## src/rtl/instr_loader.sv

```systemverilog
// Boot loader: encodes compact RV32I descriptors into instruction memory, holding the core in reset until done.
// Optional: define LOADER_NOP_PAD_EN to fill unwritten memory with NOPs before releasing the core.
module instr_loader #(
  parameter int ADDR_W = 8
) (
  input  logic              clk,
  input  logic              rst_n,
  input  logic              start,
  input  logic              in_valid,
  output logic              in_ready,
  input  logic [3:0]        in_op,
  input  logic [4:0]        in_rd,
  input  logic [4:0]        in_rs1,
  input  logic [4:0]        in_rs2,
  input  logic [31:0]       in_imm,
  input  logic              in_last,
  output logic              mem_we,
  output logic [ADDR_W-1:0] mem_addr,
  output logic [31:0]       mem_wdata,
  output logic              cpu_rst_n,
  output logic              done,
  output logic              err,
  output logic [ADDR_W:0]   count
);

  localparam logic [ADDR_W:0] DEPTH = {1'b1, {ADDR_W{1'b0}}};
  localparam logic [ADDR_W:0] ONE   = {{ADDR_W{1'b0}}, 1'b1};
`ifdef LOADER_NOP_PAD_EN
  localparam logic [31:0] NOP = 32'h0000_0013;
`endif

  localparam logic [3:0] OP_LW = 4'd0, OP_SW = 4'd1, OP_ADDI = 4'd2, OP_ADD = 4'd3,
                         OP_SUB = 4'd4, OP_AND = 4'd5, OP_OR = 4'd6, OP_SLT = 4'd7,
                         OP_LUI = 4'd8, OP_BEQ = 4'd9, OP_BNE = 4'd10, OP_JAL = 4'd11,
                         OP_JALR = 4'd12;

  typedef enum logic [2:0] {S_IDLE, S_LOAD, S_DONE, S_ERROR, S_PAD} state_t;

  state_t              state_q, state_d;
  logic [ADDR_W:0]     count_q, count_d;
  logic                mem_we_q, mem_we_d;
  logic [ADDR_W-1:0]   mem_addr_q, mem_addr_d;
  logic [31:0]         mem_wdata_q, mem_wdata_d;

  logic        i_ok, b_ok, j_ok, u_ok;
  logic        enc_ok;
  logic [31:0] enc_word;
  logic [31:0] imm;

  assign imm = in_imm;

  // Range checks: the bits above each format's sign bit must all match it.
  assign i_ok = (&imm[31:11]) | ~(|imm[31:11]);
  assign b_ok = ((&imm[31:12]) | ~(|imm[31:12])) & ~imm[0];
  assign j_ok = ((&imm[31:20]) | ~(|imm[31:20])) & ~imm[0];
  assign u_ok = ~(|imm[11:0]);

  always_comb begin
    enc_ok   = 1'b1;
    enc_word = 32'h0;
    case (in_op)
      OP_LW:   begin enc_ok = i_ok; enc_word = {imm[11:0], in_rs1, 3'b010, in_rd, 7'b0000011}; end
      OP_SW:   begin enc_ok = i_ok; enc_word = {imm[11:5], in_rs2, in_rs1, 3'b010, imm[4:0], 7'b0100011}; end
      OP_ADDI: begin enc_ok = i_ok; enc_word = {imm[11:0], in_rs1, 3'b000, in_rd, 7'b0010011}; end
      OP_ADD:  enc_word = {7'b0000000, in_rs2, in_rs1, 3'b000, in_rd, 7'b0110011};
      OP_SUB:  enc_word = {7'b0100000, in_rs2, in_rs1, 3'b000, in_rd, 7'b0110011};
      OP_AND:  enc_word = {7'b0000000, in_rs2, in_rs1, 3'b111, in_rd, 7'b0110011};
      OP_OR:   enc_word = {7'b0000000, in_rs2, in_rs1, 3'b110, in_rd, 7'b0110011};
      OP_SLT:  enc_word = {7'b0000000, in_rs2, in_rs1, 3'b010, in_rd, 7'b0110011};
      OP_LUI:  begin enc_ok = u_ok; enc_word = {imm[31:12], in_rd, 7'b0110111}; end
      OP_BEQ:  begin
        enc_ok   = b_ok;
        enc_word = {imm[12], imm[10:5], in_rs2, in_rs1, 3'b000, imm[4:1], imm[11], 7'b1100011};
      end
      OP_BNE:  begin
        enc_ok   = b_ok;
        enc_word = {imm[12], imm[10:5], in_rs2, in_rs1, 3'b001, imm[4:1], imm[11], 7'b1100011};
      end
      OP_JAL:  begin
        enc_ok   = j_ok;
        enc_word = {imm[20], imm[10:1], imm[11], imm[19:12], in_rd, 7'b1101111};
      end
      OP_JALR: begin enc_ok = i_ok; enc_word = {imm[11:0], in_rs1, 3'b000, in_rd, 7'b1100111}; end
      default: enc_ok = 1'b0;
    endcase
  end

  always_comb begin
    state_d     = state_q;
    count_d     = count_q;
    mem_we_d    = 1'b0;
    mem_addr_d  = mem_addr_q;
    mem_wdata_d = mem_wdata_q;
    case (state_q)
      S_IDLE, S_DONE, S_ERROR: begin
        if (start) begin
          state_d = S_LOAD;
          count_d = '0;
        end
      end
      S_LOAD: begin
        if (in_valid) begin
          if (count_q == DEPTH || !enc_ok) begin
            state_d = S_ERROR;
          end else begin
            mem_we_d    = 1'b1;
            mem_addr_d  = count_q[ADDR_W-1:0];
            mem_wdata_d = enc_word;
            count_d     = count_q + ONE;
            if (in_last) begin
`ifdef LOADER_NOP_PAD_EN
              state_d = (count_q + ONE == DEPTH) ? S_DONE : S_PAD;
`else
              state_d = S_DONE;
`endif
            end
          end
        end
      end
`ifdef LOADER_NOP_PAD_EN
      S_PAD: begin
        mem_we_d    = 1'b1;
        mem_addr_d  = count_q[ADDR_W-1:0];
        mem_wdata_d = NOP;
        count_d     = count_q + ONE;
        if (count_q + ONE == DEPTH) state_d = S_DONE;
      end
`endif
      default: state_d = S_IDLE;
    endcase
  end

  always_ff @(posedge clk or negedge rst_n) begin
    if (!rst_n) begin
      state_q     <= S_IDLE;
      count_q     <= '0;
      mem_we_q    <= 1'b0;
      mem_addr_q  <= '0;
      mem_wdata_q <= '0;
    end else begin
      state_q     <= state_d;
      count_q     <= count_d;
      mem_we_q    <= mem_we_d;
      mem_addr_q  <= mem_addr_d;
      mem_wdata_q <= mem_wdata_d;
    end
  end

  // DONE is entered together with the final write; hold the core until that write has retired.
  assign done      = (state_q == S_DONE) & ~mem_we_q;
  assign cpu_rst_n = done;
  assign err       = (state_q == S_ERROR);
  assign in_ready  = (state_q == S_LOAD);
  assign mem_we    = mem_we_q;
  assign mem_addr  = mem_addr_q;
  assign mem_wdata = mem_wdata_q;
  assign count     = count_q;

endmodule

```

## config.mk

```make
export PLATFORM = sky130hd
export DESIGN_NAME = instr_loader
export DESIGN_NICKNAME = d
export VERILOG_FILES = /design/src/rtl/instr_loader.sv
export SDC_FILE = /design/constraint.sdc
export NUM_CORES = 1
export LEC_CHECK = 0
export CAP_MARGIN = 0
export CORE_MARGIN = 1.5
export CORE_UTILIZATION = 49
export DETAILED_ROUTE_END_ITERATION = 8
export PLACE_DENSITY = 0.85
export SLEW_MARGIN = 5
export SYNTH_ARGS = -nofsm -noshare
export SYNTH_HDL_FRONTEND = slang
export SYNTH_SLANG_ARGS = --single-unit
```

## constraint.sdc

```tcl
create_clock -name clk -period 2.9 [get_ports clk]
set_input_delay 0.435 -clock clk [delete_from_list [all_inputs] [get_ports clk]]
set_output_delay 0.435 -clock clk [all_outputs]
set_load 0.1 [all_outputs]
```

==> results.md, run 1 <==
* Most used routing layer: met2
* Final Cycle Share at 89.0%
* CTS clk-pin slew, worst paths at 100 ps
* Core area at 6310 um^2
* Initial Util at 50.5%
* Die height at 83.7 um
* Placement Cell Area at 4300 um^2
* Hold_buf cts at 0
* Syn_area_per_cell at 10.0 um^2
* Outcome: complete, no violations
* Die ar. at 7000 um^2
* Gr usage total at 26.1%
* CTS Root Cell: clkbuf_8
* DP HPWL at 7020 um
* Placer Congestion at 0.973
* Util after Layout at 69.7%
* Crit path buf inv count at 2
* Initial antenna violation count at 0
* WL final at 9040 um
* Fillers at 516
* Drt wl/cell at 17.5 um
* Worst IR Drop VDD at 0.879 mV
* Mapped Nets at 376
* Cell area after synthesis at 3190 um^2
* Worst-Skew Late Latency at 310 ps
* Crit path cell chain: clkdlybuf4s50_1 -> nand4b_1 -> a21boi_0 -> o2bb2ai_1 -> a221oi_1 -> buf_4 -> o21ai_0 -> o211ai_1
* First-pass GRT wire length at 14800 um
* EDFF count, synth at 0
* Routed vias/inst at 6.10
* Grt met2 use at 43.1%
* Rows at 29
* CP max FO at 8
* Post-CTS setup buffer count at 0
* Number of global-route vias before repair at 2960
* Top-Level Pins at 110
* H-Tree Level Count at 2
* Measured slew at the worst slew-check pin at 721 ps
* Hold Fails Final Rpt at 0
* Vias at 3147
* Worst r2r path cells at 7
* Setup slack, reg-to-reg at 590 ps
* Cts bufs inserted at 5
* Total leakage power at 1.98 nW
* Crit path max-delay family: compound AO/OA/AOI/OAI gates
* Die Wd at 83.7 um
* Number of diodes at 0
* Drc violations at 0
* Largest net degree at the start of global routing at 29
* Asr flop ratio synth at 100%
* Register bit total from synthesis at 51
* Post-route ant nets at 0
* Layout Skew at 11.0 ps
* Critical path's slowest cell: a221oi_1
* # resized after CTS at 0
* CTS tree: done
* Setup violators final at 0
* GR Util met3 at 4.95%
* Seq/Total Area, Yosys at 40.0%
* Max-cap violations at 0
* Reg area at 1280 um^2
* Synth Flop Type: dfrtp_1
* Worst endpoint required time at 3130 ps
* Area of the multi-input gates at 1730 um^2
* Slew margin rel. at 52.0%
* Total power at 3.54 mW
* HP Class: in2async
* Yosys warning total at 0
* Pwr Density at 804 nW/um^2
* Clock Sink Count at 51
* Final instance area at 4400 um^2
* Worst Path Arrival at 2810 ps
* Port-buffer cells at 109
* Drt first-iter violations at 237
* Total grt overflow at 0
* Global routing usage on met1 at 35.3%
* Layout cell share with drive strength beyond 1 at 29.2%
* Critical path startpoint category: input port
* Clock buffer depth at 2
* Layout overhead on the synthesized area at 38.0%
* RSZ-0062 raised after global routing: false
* Unique masters post-synth at 57
* DRT Pass-1 Iters at 6
* Fmax at 0.387 GHz
* CP Class: in2reg
* Crit end category: flip-flop
* R2R Path Start: count[0]
* R2r endpoint: mem_addr[4]
* Cells after Synth at 318
* Pins Over Slew Limit at 0
* Layout Nets at 496
* Final min period at 2580 ps
* Crit path largest cell delay at 640 ps
## Yosys cell counts (2+ instances only)
library cell | count | area (um^2)
dfrtp_1 | 51 | 1280
o21ai_0 | 36 | 180
nand2_1 | 22 | 82.6
mux2_4 | 16 | 240
a21oi_1 | 14 | 70.1
nand3_1 | 14 | 70.1
mux2_2 | 13 | 146
clkbuf_1 | 12 | 45.0
nor2_1 | 12 | 45.0
a22o_1 | 10 | 87.6
a22oi_1 | 8 | 60.1
nor4_1 | 8 | 50.1
nand2b_1 | 7 | 43.8
inv_1 | 6 | 22.5
nand4_1 | 6 | 37.5
buf_6 | 5 | 56.3
mux2i_1 | 5 | 50.1
a222oi_1 | 4 | 40.0
a32o_1 | 4 | 40.0
nor2b_1 | 4 | 25.0
nor3_1 | 4 | 20.0
a21o_1 | 3 | 22.5
a221o_1 | 3 | 30.0
and4_1 | 3 | 26.3
a21oi_2 | 2 | 17.5
a221oi_1 | 2 | 17.5
and2_1 | 2 | 12.5
and3_1 | 2 | 12.5
buf_4 | 2 | 15.0
ha_1 | 2 | 25.0
nand3b_1 | 2 | 15.0
nor3b_1 | 2 | 15.0
nor4b_1 | 2 | 17.5
o211ai_1 | 2 | 15.0
o21a_1 | 2 | 15.0
o21ai_1 | 2 | 10.0
o22ai_1 | 2 | 12.5
or2_2 | 2 | 12.5
or3_1 | 2 | 12.5
## flip-flops by register name, indices dropped and copies added (netlist names)
name       count
count          9
mem_we         1
state_q        2
mem_wdata     31
mem_addr       8
## worst max-delay path by stage
stage	cells past startpoint	slack (ps)	start	to
final	8	320	in_op[3]	count[6]
after floorplan	8	-3	state_q[0]	mem_wdata[12]
after global routing	8	140	in_op[3]	count[6]
after global placement	8	170	in_imm[21]	mem_wdata[2]
after CTS	8	350	in_op[3]	count[6]
after detailed placement	8	120	in_op[3]	count[6]
## per-layer routing
| layer | wire length [um] | vias up | part of all wire [%] |
|---|---|---|---|
| met2 | 4400 | 187 | 49 |
| li1 | - | 1440 | - |
| met3 | 794 | 28 | 8.8 |
| met5 | 0 | - | 0 |
| met4 | 180 | 0 | 2.0 |
| met1 | 3660 | 1492 | 41 |
## through the flow
stage          setup TNS [ps]  hold WS (ps)  setup slack (ps)  std cells
2_1_floorplan           -29.4           139             -2.94        318
3_3_place_gp                0           439               168        508
3_5_place_dp                0           450               118        508
4_1_cts                     0           111               354        516
5_1_grt                     0           129               143        516
6_report                    0           107               319        516
## cells by family (layout without fill, tap and decap cells)
group                    count (synthesis)  after routing  share of synthesized area [%]
adder cells (fa/ha/maj)                  2              2                          0.785
flip-flops                              51             51                           40.0
AO/OA/AOI/OAI                          101            101                           21.2
multiplexers                            34             34                           13.7
buffers and inverters                   30            151                           6.08
AND/OR/NAND/NOR                         99             99                           17.9
XOR/XNOR                                 1              1                          0.275
## cell usage in the layout (no fill, tap or decap), drive strengths merged, types with 7 or more instances in the layout
master,Yosys,routed
a21oi,16,16
a22o,10,10
a22oi,8,8
buf,11,82
clkdlybuf4s50,0,54
dfrtp,51,51
inv,7,7
mux2,29,29
nand2,23,23
nand2b,7,7
nand3,14,14
nor2,12,12
nor4,8,8
o21ai,38,38
## report_power, final
group	switching, mW	total [mW]	internal [mW]	leakage, nW
clock	0.248	0.443	0.195	0.0474
sequential	0.119	0.993	0.874	0.656
combinational	1.58	2.10	0.526	1.27
total	1.94	3.54	1.60	1.98
## cell type report
class	count	area share, %
multi-input cells	237	39.3
flip-flops and latches	51	29.0
repair buffers	136	26.5
well taps	77	2.19
clock buffers	6	1.88
inverters	7	0.768
clock inverters	2	0.370
No activity file was read; power rests on OpenSTA's default activity.
==> run 2: changes to the inputs <==
--- a/config.mk
+++ b/config.mk
@@ -9,7 +9,7 @@
 export CORE_MARGIN = 1.5
 export CORE_UTILIZATION = 49
 export DETAILED_ROUTE_END_ITERATION = 8
-export PLACE_DENSITY = 0.85
+export PLACE_DENSITY = 0.86
 export SLEW_MARGIN = 5
 export SYNTH_ARGS = -nofsm -noshare
 export SYNTH_HDL_FRONTEND = slang
==> results.md, run 2 (synthesis gave the netlist of run 1 again) <==
* Clock power frac at 13.7% (was 12.5%)
* # resized after CTS at 0 (unchanged)
* Fmax at 0.386 GHz (was 0.387 GHz)
* Total grt overflow at 0 (unchanged)
* CTS clk-pin slew, worst paths at 90 ps (was 100 ps)
* Dpl cells at 502 (was 508)
* Max-cap violations at 0 (unchanged)
* Reg area at 1280 um^2 (unchanged)
* Clock Sink Count at 51 (unchanged)
* Area of the multi-input gates at 1730 um^2 (unchanged)
* Die height at 83.7 um (unchanged)
* Pwr Density at 820 nW/um^2 (was 804 nW/um^2)
* Layout Skew at 4.07 ps (was 11.0 ps)
* Place WS at -7.57 ps (was 118 ps)
* Number of diodes at 0 (unchanged)
* Largest register FFs at 31 (unchanged)
* WL final at 9290 um (was 9040 um)
* Die Wd at 83.7 um (unchanged)
* Commonest non-fill, non-tap cell in the layout: buf_4 (unchanged)
* Setup violators final at 0 (unchanged)
* Placement Cell Area at 4270 um^2 (was 4300 um^2)
* H-Tree Level Count at 2 (unchanged)
* Non-Filler Instances at 509 (was 516)
* Post-CTS setup buffer count at 0 (unchanged)
* Final worst slack at 312 ps (was 319 ps)
* CTS tree: done (unchanged)
* Fillers at 537 (was 516)
* Most frequent cells in the layout: buf_4, clkdlybuf4s50_1, dfrtp_1 (unchanged)
* Gr usage total at 27.6% (was 26.1%)
* Reg power frac at 27.5% (was 28.1%)
* Switching Share at 54.0% (was 54.9%)
* Drt wl/cell at 18.3 um (was 17.5 um)
* Final instance area at 4380 um^2 (was 4400 um^2)
* Core area at 6310 um^2 (unchanged)
* Hold_buf cts at 0 (unchanged)
* Final Cycle Share at 89.2% (was 89.0%)
* Top-Level Pins at 110 (unchanged)
* Largest net degree at the start of global routing at 31 (was 29)
* Measured slew at the worst slew-check pin at 713 ps (was 721 ps)
* Placer Congestion at 0.978 (was 0.973)
* Util after Layout at 69.3% (was 69.7%)
* Rows at 29 (unchanged)
* Hold Fails Final Rpt at 0 (unchanged)
* Port-buffer cells at 109 (unchanged)
* CP max FO at 9 (was 8)
* Final hold slack at 140 ps (was 107 ps)
* Number of global-route vias before repair at 3205 (was 2960)
* Worst endpoint required time at 3120 ps (was 3130 ps)
* Drt first-iter violations at 243 (was 237)
* HP Class: in2async (unchanged)
* Initial antenna violation count at 0 (unchanged)
* CTS Root Cell: clkbuf_8 (unchanged)
* Worst IR Drop VDD at 0.652 mV (was 0.879 mV)
* Layout cell share with drive strength beyond 1 at 28.0% (was 29.2%)
* Worst Path Arrival at 2810 ps (about the same)
* Post-route ant nets at 0 (unchanged)
* Layout Nets at 490 (was 496)
* Layout overhead on the synthesized area at 37.2% (was 38.0%)
* Slew margin rel. at 52.5% (was 52.0%)
* Die ar. at 7000 um^2 (unchanged)
* Pins Over Slew Limit at 0 (unchanged)
* Worst-Skew Late Latency at 300 ps (was 310 ps)
* Vias at 3126 (was 3147)
* Cts bufs inserted at 5 (unchanged)
* First-pass GRT wire length at 15700 um (was 14800 um)
* Total power at 3.59 mW (was 3.54 mW)
* Clock buffer depth at 2 (unchanged)
* Sum Neg Setup Slack at 0 ps (unchanged)
* Internal cell power at 1.65 mW (was 1.60 mW)
* Crit end category: flip-flop (unchanged)
* CP Class: in2reg (unchanged)
* Routed vias/inst at 6.14 (was 6.10)
* DP HPWL at 7180 um (was 7020 um)
* Combinational share of power at 58.8% (was 59.4%)
* Final min period at 2590 ps (was 2580 ps)
* Switch Pwr at 1.94 mW (about the same)
* Drc violations at 0 (unchanged)
* Worst r2r path cells at 7 (unchanged)
* DRT Pass-1 Iters at 5 (was 6)
* Critical path startpoint category: input port (unchanged)
* Total leakage power at 1.95 nW (was 1.98 nW)
* Outcome: complete, no violations (unchanged)
* RSZ-0062 raised after global routing: false (unchanged)
* Initial Util at 50.5% (unchanged)
-- run 2: cell count changes in the layout (fill, tap and decap cells not counted), sizes merged --
cell,previous run,this run
buf,82,76
clkinv,1,0
bufinv,0,1
clkbuf,6,5
-- run 2: power groups by stage --
stage                     sequential [mW]  clock [mW]  combinational (mW)
after floorplan                      2.16           0               0.437
after global placement              0.995           0                2.08
after detailed placement            0.995           0                2.12
after CTS                           0.987       0.503                2.12
after global routing                 1.01       0.540                2.18
final                               0.987       0.493                2.11
-- run 2: worst max-delay path: stages --
cell and delay, ps:
clkdlybuf4s50_1 570, nand4b_1 270, a21bo_1 230, o2bb2ai_1 130, a221oi_1 630, buf_4 260, o21ai_0 100, o211ai_1 180
-- run 2: layout make-up --
class	count	share of cell area, %
multi-input combinational	237	39.5
tap	77	2.20
inverter	7	0.772
timing repair buffer	130	25.9
sequential	51	29.2
clock buffer	5	1.57
clock inverter	2	0.858
-- run 2: layer usage --
layer / vias to the layer above / part of all wire (%) / track usage (%)
met3: 18 / 7.5 / 4.45
met1: 1528 / 40 / 35.7
met4: 0 / 1.8 / 7.60
li1: 1423 / - / -
met2: 157 / 51 / 48.1
met5: - / 0 / 0
-- run 2: worst paths after layout --
path / startpoint / endpoint / slack (ps)
max: in_op[3] / count[6] / 310
min: rst_n / mem_addr[7] / 140
max reg2reg: count[0] / mem_addr[3] / 560
min reg2reg: mem_wdata[1] / mem_wdata[1] / 510
max in group asynchronous: rst_n / mem_wdata[11] / 1980
min in group clk: mem_wdata[1] / mem_wdata[1] / 510
==> variant: new RTL, config.mk and constraints of run 2 <==
Make the reset (`rst_n`) synchronous in one clocked block.
--- a/src/rtl/instr_loader.sv
+++ b/src/rtl/instr_loader.sv
@@ -132,3 +132,3 @@
 
-  always_ff @(posedge clk or negedge rst_n) begin
+  always_ff @(posedge clk) begin
     if (!rst_n) begin
Function: differs if rst_n is asserted again (counterexample within 4 cycles, from zero or initial values and one cycle with rst_n low); with rst_n held inactive, the same outputs for 4 cycles.
==> variant against run 2 <==
Count of clock-buffer cells in the layout stayed put; area after synthesis down 6.6%; critical path depth grew 1; wire length increased by 12%; sequential cell count is the same; setup slack improved by 0.034 ns; global-route usage is 3.1 points higher; sequential share of layout area decreased by 4.9 points; final area is 3.7% lower; core utilization increased by 2.3 points; synthesized cell count is 31% higher; clock skew rose by 0.012 ns; highest routed layer unchanged.
Power is not compared: it rests on default switching activity, and its combinational part moved more than twofold at a synthesized area within 25%.
==> variant: results (changes against run 2) <==
[status]
status=finished clean

[placed_design]
dpl.hpwl_um=8040  ; +12%
dpl.cell_count=598  ; +19%
pre_cts_ws_ns=0.0712  ; +0.0788 ns

[finish]
seq_cells=51  ; unchanged
layout.nonclk_buf_frac=0.280  ; +0.0205
inverters_excl_clock=12  ; +5
buffers=137  ; +5.4%
fillers=518  ; -3.5%
clk_share=0.0211  ; -0.00323
stdcell_count=606  ; +19%
nNetsFinal=588  ; +20%
drive_above_1_share=0.185  ; -0.0955
areaGrowthSynthToFinish_pct=41.6
seqAreaFraction=0.242  ; -0.0495

[logic_synthesis]
syn_nets=473  ; +26%
yosys-top-cells-area=dfxtp_1, nor2_1, nand2_1
synth-adder-area-share=0.00840  ; +0.000554
synth_compound_area_frac=0.263  ; +0.0511
yosysSeqAreaShare=0.343  ; -0.0575
synth_xor_area_frac=0  ; -0.00275
yosys-top-cells-count=nor2_1, dfxtp_1, nand2_1

[sta]
skew_ns=0.0164  ; +0.0123 ns
period_needed_ns=2.55  ; -0.0341 ns
slew_headroom=0.581  ; +0.0561
fin_hold_ws_ns=0.465  ; +0.325 ns

[worst_setup_path]
worstPathArrival_ns=2.75  ; -0.06 ns
crit_end=mem_wdata[19]
cp_slowest_cell=or4_1
startpoint=in_imm[14]
crit_family=simple AND/OR/NAND/NOR gates
crit_fanout=29  ; +20
r2r_setup_slack_ns=0.74  ; +0.18 ns
timing.rr.end=mem_wdata[14]

[route]
drt_wl_total_um=10400  ; +12%
dr_total_vias=3671  ; +17%
wl_met3_um=696  ; +0.29%
wl_met2_um=4830  ; +2.4%
drt_iter0_drc=318  ; +31%
drt_pass1_iterations=6  ; +1
wl_met1_um=4540  ; +22%

[clocking]
insertion_delay_ns=0.32  ; +0.02 ns

[global_route]
gr-usage-met3=0.0449  ; +0.000433
grt_use_met2=0.507  ; +0.0257
grt_pass1_wl_um=15600  ; -0.31%
grt_max_degree=30  ; -3.2%
grt_pass1_vias=3268  ; +2.0%
use_met1=0.399  ; +0.0418

[floorplanning]
coreArea_mm2=0.00589  ; -6.8%

[worst_hold_path]
hp-class=reg -> reg

[variant: changes by cell type after synthesis, sizes merged, moves of 8 or more]
| cell | run 2 | this run |
|---|---|---|
| dfrtp | 51 | 0 |
| dfxtp | 0 | 51 |
| nor2 | 12 | 62 |
| mux2 | 29 | 0 |
| nor3 | 4 | 29 |
| nand2 | 23 | 47 |
| a211oi | 1 | 17 |
| o21ai | 38 | 23 |
| a21oi | 16 | 29 |
| a22o | 10 | 0 |
| clkbuf | 12 | 20 |
[variant: power by group through the flow]
| stage | Sequential, uW | Clock, uW | Combinational [uW] |
|---|---|---|---|
| 2_1_floorplan | 857 | 0 | 194 |
| 3_3_place_gp | 746 | 0 | 496 |
| 3_5_place_dp | 747 | 0 | 502 |
| 4_1_cts | 731 | 427 | 503 |
| 5_1_grt | 733 | 447 | 538 |
| 6_report | 731 | 426 | 511 |
